<file path="src/rtl/rns_forward_converter_if.sv">
// Handshake bundle for the binary-to-RNS forward converter: operand in, residue triple out.
// slave is the converter's view; master is the producer/consumer environment.
interface rns_forward_converter_if #(
  parameter int unsigned N = 3
);
  logic [3*N-1:0] bin_in;
  logic           valid_in;
  logic           ready_out;
  logic [N-1:0]   r1_out;
  logic [N-1:0]   r2_out;
  logic [N:0]     r3_out;
  logic           err_out;
  logic           valid_out;
  logic           ready_in;

  modport master (
    output bin_in,
    output valid_in,
    output ready_in,
    input  ready_out,
    input  r1_out,
    input  r2_out,
    input  r3_out,
    input  err_out,
    input  valid_out
  );

  modport slave (
    input  bin_in,
    input  valid_in,
    input  ready_in,
    output ready_out,
    output r1_out,
    output r2_out,
    output r3_out,
    output err_out,
    output valid_out
  );
endinterface

</file>
<file path="src/rtl/rns_forward_converter.sv">
// Two-stage binary -> RNS {2^N-1, 2^N, 2^N+1} converter with canonical residues.
// Define RNS_FWD_RANGE_CHECK_EN to flag operands >= 2^(3N)-2^N on err_out.
module rns_forward_converter #(
  parameter int unsigned N = 3
) (
  input logic                    clk_in,
  input logic                    rst_n_in,
  rns_forward_converter_if.slave bus
);
  localparam int unsigned W = 3 * N;
  localparam logic [N:0]   ModLo = {1'b0, {N{1'b1}}};
  localparam logic [N+1:0] ModHi = {2'b01, {(N-1){1'b0}}, 1'b1};

  // Handshake
  logic s1_valid_q, s2_valid_q;
  logic adv1, adv2, load1, load2;

  always_comb begin
    adv2  = ~s2_valid_q | bus.ready_in;
    adv1  = ~s1_valid_q | adv2;
    load1 = adv1 & bus.valid_in;
    load2 = adv2 & s1_valid_q;
  end

  assign bus.ready_out = adv1;
  assign bus.valid_out = s2_valid_q;

  always_ff @(posedge clk_in or negedge rst_n_in) begin
    if (!rst_n_in) begin
      s1_valid_q <= 1'b0;
      s2_valid_q <= 1'b0;
    end else begin
      if (adv1) s1_valid_q <= bus.valid_in;
      if (adv2) s2_valid_q <= s1_valid_q;
    end
  end

  // Stage 1: chunk sums
  logic [N-1:0] c0, c1, c2;
  logic [N+1:0] s7_d, s9_d;
  logic [N+1:0] s7_q, s9_q;
  logic [N-1:0] c0_q;

  always_comb begin
    c0   = bus.bin_in[N-1:0];
    c1   = bus.bin_in[2*N-1:N];
    c2   = bus.bin_in[W-1:2*N];
    s7_d = {2'b00, c0} + {2'b00, c1} + {2'b00, c2};
    // 2^N == -1 mod 2^N+1; the added modulus keeps the difference positive
    s9_d = {2'b00, c0} + {2'b00, c2} + ModHi - {2'b00, c1};
  end

  always_ff @(posedge clk_in or negedge rst_n_in) begin
    if (!rst_n_in) begin
      s7_q <= '0;
      s9_q <= '0;
      c0_q <= '0;
    end else if (load1) begin
      s7_q <= s7_d;
      s9_q <= s9_d;
      c0_q <= c0;
    end
  end

  // Stage 2: end-around fold and bounded modular reduction
  logic [N:0]   fold;
  logic [N+1:0] red;
  logic [N-1:0] r1_d;
  logic [N:0]   r3_d;
  logic [N-1:0] r1_q, r2_q;
  logic [N:0]   r3_q;

  always_comb begin
    fold = {1'b0, s7_q[N-1:0]} + {{(N-1){1'b0}}, s7_q[N+1:N]};
    // Folding to exactly 2^N-1 is the alias of zero
    r1_d = (fold >= ModLo) ? N'(fold - ModLo) : N'(fold);
    red  = s9_q;
    if (red >= ModHi) red = red - ModHi;
    if (red >= ModHi) red = red - ModHi;
    r3_d = (N+1)'(red);
  end

  always_ff @(posedge clk_in or negedge rst_n_in) begin
    if (!rst_n_in) begin
      r1_q <= '0;
      r2_q <= '0;
      r3_q <= '0;
    end else if (load2) begin
      r1_q <= r1_d;
      r2_q <= c0_q;
      r3_q <= r3_d;
    end
  end

  assign bus.r1_out = r1_q;
  assign bus.r2_out = r2_q;
  assign bus.r3_out = r3_q;

`ifdef RNS_FWD_RANGE_CHECK_EN
  // Operand >= 2^(3N)-2^N exactly when every bit above the low chunk is set
  logic s1_err_q, s2_err_q;

  always_ff @(posedge clk_in or negedge rst_n_in) begin
    if (!rst_n_in) begin
      s1_err_q <= 1'b0;
      s2_err_q <= 1'b0;
    end else begin
      if (load1) s1_err_q <= &bus.bin_in[W-1:N];
      if (load2) s2_err_q <= s1_err_q;
    end
  end

  assign bus.err_out = s2_err_q;
`else
  assign bus.err_out = 1'b0;
`endif
endmodule

</file>
<file path="src/flat_wrapper.sv">
// flat-port wrapper written by rule: the top's interface ports become plain ports
module rns_forward_converter_flat 
#(
  parameter int unsigned N = 3
)
  (clk_in, rst_n_in, bus_bin_in, bus_valid_in, bus_ready_in, bus_ready_out, bus_r1_out, bus_r2_out, bus_r3_out, bus_err_out, bus_valid_out);
  rns_forward_converter_if #(.N(N)) bus_i ();
  input logic clk_in;
  input logic rst_n_in;
  input wire logic [$bits(bus_i.bin_in)-1:0] bus_bin_in;
  input wire logic [$bits(bus_i.valid_in)-1:0] bus_valid_in;
  input wire logic [$bits(bus_i.ready_in)-1:0] bus_ready_in;
  output wire logic [$bits(bus_i.ready_out)-1:0] bus_ready_out;
  output wire logic [$bits(bus_i.r1_out)-1:0] bus_r1_out;
  output wire logic [$bits(bus_i.r2_out)-1:0] bus_r2_out;
  output wire logic [$bits(bus_i.r3_out)-1:0] bus_r3_out;
  output wire logic [$bits(bus_i.err_out)-1:0] bus_err_out;
  output wire logic [$bits(bus_i.valid_out)-1:0] bus_valid_out;
  assign bus_i.bin_in = bus_bin_in;
  assign bus_i.valid_in = bus_valid_in;
  assign bus_i.ready_in = bus_ready_in;
  assign bus_ready_out = bus_i.ready_out;
  assign bus_r1_out = bus_i.r1_out;
  assign bus_r2_out = bus_i.r2_out;
  assign bus_r3_out = bus_i.r3_out;
  assign bus_err_out = bus_i.err_out;
  assign bus_valid_out = bus_i.valid_out;
  rns_forward_converter #(.N(N)) u_core (.clk_in(clk_in), .rst_n_in(rst_n_in), .bus(bus_i));
endmodule
</file>
<file path="config.mk">
export PLATFORM = sky130hd
export DESIGN_NAME = rns_forward_converter_flat
export DESIGN_NICKNAME = d
export VERILOG_FILES = /design/src/rtl/rns_forward_converter_if.sv /design/src/rtl/rns_forward_converter.sv /design/src/flat_wrapper.sv
export SDC_FILE = /design/constraint.sdc
export NUM_CORES = 1
export LEC_CHECK = 0
export ABC_AREA = 1
export CAP_MARGIN = 20
export CORE_ASPECT_RATIO = 1.1
export CORE_UTILIZATION = 30
export DETAILED_ROUTE_END_ITERATION = 7
export PLACE_DENSITY = 0.55
export SLEW_MARGIN = 20
export SYNTH_ARGS = -nofsm -noshare
export SYNTH_HDL_FRONTEND = slang
export SYNTH_SLANG_ARGS = --single-unit
</file>
<file path="constraint.sdc">
create_clock -name clk_in -period 5.2 [get_ports clk_in]
set_input_delay 1.04 -clock clk_in [delete_from_list [all_inputs] [get_ports clk_in]]
set_output_delay 1.04 -clock clk_in [all_outputs]
set_load 0.01 [all_outputs]
</file>
After elaboration in Yosys (flattened, before gate mapping)
Index checks and enable logic that the tools add are counted.

word-level totals
  flip-flop bits (word level) = 25
  input port bits = 13
  logic and storage cells = 29

cells by class
  add/sub/neg operators = 9
  order comparisons = 3
  mux-type cells = 3
  bitwise operators = 6

operators by type and width
  cell                                                  count
  >= comparator 5 x 4 -> 1 bit (second input constant)  2
  adder 3 x 3 -> 4 bit                                  2
  adder 5 x 3 -> 5 bit                                  1
  adder 5 x 4 -> 5 bit (second input constant)          1
  2-to-1 mux 5 bit                                      1
  subtractor 5 x 3 -> 5 bit                             1
  subtractor 5 x 4 -> 5 bit (second input constant)     1
  adder 3 x 2 -> 4 bit                                  1
  >= comparator 4 x 3 -> 1 bit (second input constant)  1
  2-to-1 mux 4 bit                                      1
  subtractor 4 bit (second input constant)              1
  2-to-1 mux 3 bit                                      1
  subtractor 3 bit (second input constant)              1
  bitwise AND 1 bit                                     2
  inverter 1 bit                                        2
  bitwise OR 1 bit                                      2

Longest topological paths before layout
  depth in word-level cells = 4
  mapped depth = 18
  mapped depth without buffers = 18

Worst setup path after synthesis
OpenSTA, ideal clock, no wires.

  kind = input to register
  start point = input port bus_bin_in[0]
  end point = register u_core.s9_q[3]
  arrival time = 2.809 ns
  data required time = 5.117 ns
  path slack = 2.308 ns
  cell stages on the path = 9
  path buffers = 0
  path through = ha_1 > inv_1 > fa_1 > ha_1 > inv_1 > ha_1 > fa_1 > xnor2_1 > o21ai_0

on the way
  cells in the longest elaborated chain, start to end = 3

RTL lines
  item                       RTL line                     RTL
  from (decl)                flat_wrapper.sv:10           input wire logic [$bits(bus_i.bin_in)-1:0] bus_bin_in;
  adder 3 x 3 -> 4 bit       rns_forward_converter.sv:50  s9_d = {2'b00, c0} + {2'b00, c2} + ModHi - {2'b00, c1};
  adder 5 x 4 -> 5 bit       rns_forward_converter.sv:50
  subtractor 5 x 3 -> 5 bit  rns_forward_converter.sv:50
  to (signal assigned)       rns_forward_converter.sv:56  s9_q <= '0;
  to (signal assigned)       rns_forward_converter.sv:60  s9_q <= s9_d;
  to (decl)                  rns_forward_converter.sv:41  logic [N+1:0] s7_q, s9_q;

Every way passes these cells.
A chain may end at the register's enable or synchronous reset.

Final worst setup path
  start point = input port bus_ready_in
  end point = output port bus_ready_out

on the way
  cells in the longest elaborated chain, start to end = 2

RTL lines
  item              RTL line                     RTL
  from (decl)       flat_wrapper.sv:12           input wire logic [$bits(bus_i.ready_in)-1:0] bus_ready_in;
  bitwise OR 1 bit  rns_forward_converter.sv:19  adv2 = ~s2_valid_q | bus.ready_in;
  bitwise OR 1 bit  rns_forward_converter.sv:20  adv1 = ~s1_valid_q | adv2;
  to (decl)         flat_wrapper.sv:13           output wire logic [$bits(bus_i.ready_out)-1:0] bus_ready_out;

Every way passes these cells.

==> summary.txt <==
Cts hold-fix bufs: 0
Post-route setup slack: 1.94 ns
Number of remaining DRC errors: 0
Fin. Hold Viols: 0
Part of the Yosys area used for sequential elements: 35.0%
Vias in the first global route: 1,306
CTS H-tree lvls: 1
Minimum clock period: 3.26 ns
LEAKAGE: 1.09 nW
Num CTS Buffers: 3
Die ar.: 6260 µm²
Post-CTS setup buffers: 0
# diodes: 0
Avg Vias per Cell: 4.28
Worst Setup End Kind: output port
Worst path slowest cell: clkdlybuf4s50_1
Syn_nets: 250
Total track usage: 11.5%
Clock transition at path regs: 0.10 ns
Ports: 26
CTS Buffer Depth: 2
Critical path required time: 4.16 ns
CP max stage delay: 0.55 ns
Most frequent cells in the layout: nand2_1 (57), dfrtp_1 (25), inv_1 (24), clkdlybuf4s50_1 (23), ha_1 (22)
Routability Congestion: 0.799
Final Max Tran Viols: 0
Initial antenna violation count: 0
Arr. time, crit path: 2.22 ns
Die height: 82.9 µm
PwrDens: 434 nW/µm²
CTS resizes: 0
Port bufs: 24
VDD IR max: 0.168 mV
Skew-Pair Late Insertion Delay: 0.28 ns
Fmax: 0.306 GHz
Post-DRT Antenna Nets: 0
Vias: 1,331
Max Cap Viol: 0
Yosys Warn Count: 0
Avg Inst Size Synth: 8.50 µm²
Unrepaired setup endpoints after global routing: false
Layout cells sized above 1: 9.83%
Layout Area Growth over Synthesis: 19.8%
Setup total negative slack: 0 ns
GRT overflow: 0
Layout Utilization: 37.1%
Area of the core: 5770 µm²
Cell Rows: 29
Startpoint types: primary input
Cell area after synthesis: 1790 µm²
DRT Pass-1 Iters: 4
Most common cell after layout, fill and taps aside: nand2_1
Slew Limit Headroom: 63.0%
Mapped Cells: 210
Nets: 275
Netlist cell types: 28
Placed Area: 2090 µm²
Largest net degree at the start of global routing: 26
Routed wire length: 3.12 mm
Final hold slack: 0.476 ns
Hold Crit Class: reg2reg
Setup violations, final: 0
Final worst-path cycle share: 62.8%
Outcome: completed
Largest fanout on the critical path: 3
First-pass GRT wire length: 5.69 mm
Pin slew with the least headroom to its limit: 0.555 ns
DP HPWL: 2.55 mm
Avg WL per Cell: 10.0 µm
1st-iter DRT viols: 26
CTS Sinks: 25
CTS root buffer: clkbuf_8
Die Wd: 75.6 µm
Setup Skew: 0.00515 ns
CP dominant cell by count: clkdlybuf4s50_1
Dpl ws: 1.71 ns
Final Cell Area: 2140 µm²
Starting Density: 30.9%
Crit-path cells: clkdlybuf4s50_1 > inv_1 > nand3_1 > clkdlybuf4s50_1
CTS tree: yes
Crit Path Class: in2out
Synth Register Bits: 25
[final cells by class]
class,instances,area [µm²]
clock buffers,3,41.3
fillers,596,3630
well taps,77,96.3
clock inverters,1,7.51
inverters,29,110
flip-flops and latches,25,626
multi-input cells,152,1020
repair buffers,24,235
[worst max-delay path, delay by kind of cell]
kind	cells	cell delay [ns]
buffers and inverters	3	1.06
AND/OR/NAND/NOR	1	0.12
[routing by layer]
layer | GRT usage [%] | part of all wire (%) | vias to the layer above
li1 | - | - | 713
met1 | 16.0 | 51 | 584
met2 | 18.3 | 45 | 29
met3 | 1.09 | 2.6 | 5
met4 | 4.04 | 1.6 | 0
met5 | 0 | 0 | -
[synthesized netlist by cell type (all sizes together)]
| cell | number | area [µm²] |
|---|---|---|
| xor2 | 5 | 43.8 |
| buf | 2 | 18.8 |
| clkinv | 3 | 12.5 |
| dfrtp | 25 | 626 |
| a31oi | 1 | 6.26 |
| o21ai | 13 | 65.1 |
| o22ai | 1 | 6.26 |
| ha | 22 | 275 |
| o31ai | 1 | 7.51 |
| or2 | 1 | 6.26 |
| inv | 26 | 97.6 |
| nand3 | 15 | 80.1 |
| a21o | 2 | 15.0 |
| fa | 5 | 100 |
| conb | 1 | 3.75 |
| xnor2 | 4 | 35.0 |
| nand2 | 67 | 292 |
| nor2 | 7 | 41.3 |
| clkbuf | 2 | 7.51 |
| a21oi | 7 | 46.3 |
[logic make-up after synthesis]
family | synth area share (%)
other cells | 0.210
fa+ha+maj | 21.0
buf+inv | 7.64
flops | 35.0
simple gates | 23.5
xor+xnor | 4.41
compound gates | 8.20
[state kept, by name (all words and copies together) (netlist names)]
| signal | cells |
|---|---|
| u_core.bus.r1_out | 3 |
| u_core.bus.r2_out | 3 |
| u_core.bus.r3_out | 4 |
| u_core.bus.valid_out | 1 |
| u_core.c0_q | 3 |
| u_core.s1_valid_q | 1 |
| u_core.s7_q | 5 |
| u_core.s9_q | 5 |
[through the flow]
step	cells	power (mW)
2_1_floorplan	210	0.670
3_3_place_gp	307	0.811
3_5_place_dp	307	0.819
4_1_cts	311	0.945
5_1_grt	311	1.03
6_report	311	0.929
[where the power goes]
part | total [mW] | leakage, nW | internal [mW] | switching, mW
logic | 0.513 | 0.761 | 0.228 | 0.285
registers | 0.293 | 0.306 | 0.255 | 0.0387
clock network | 0.123 | 0.0217 | 0.0545 | 0.0683
[final timing paths]
path,from,to,slack [ns],depth (start not counted)
max reg2reg,u_core.s7_q[0],u_core.bus.r1_out[1],3.09,11
min reg2reg,u_core.c0_q[2],u_core.bus.r2_out[2],0.48,2
max,bus_ready_in,bus_ready_out,1.94,4
min,u_core.c0_q[2],u_core.bus.r2_out[2],0.48,2
min in group asynchronous,rst_n_in,u_core.bus.r2_out[0],0.74,1
max in group asynchronous,rst_n_in,u_core.s9_q[0],4.09,1
Power figures use the tool's default switching activity.
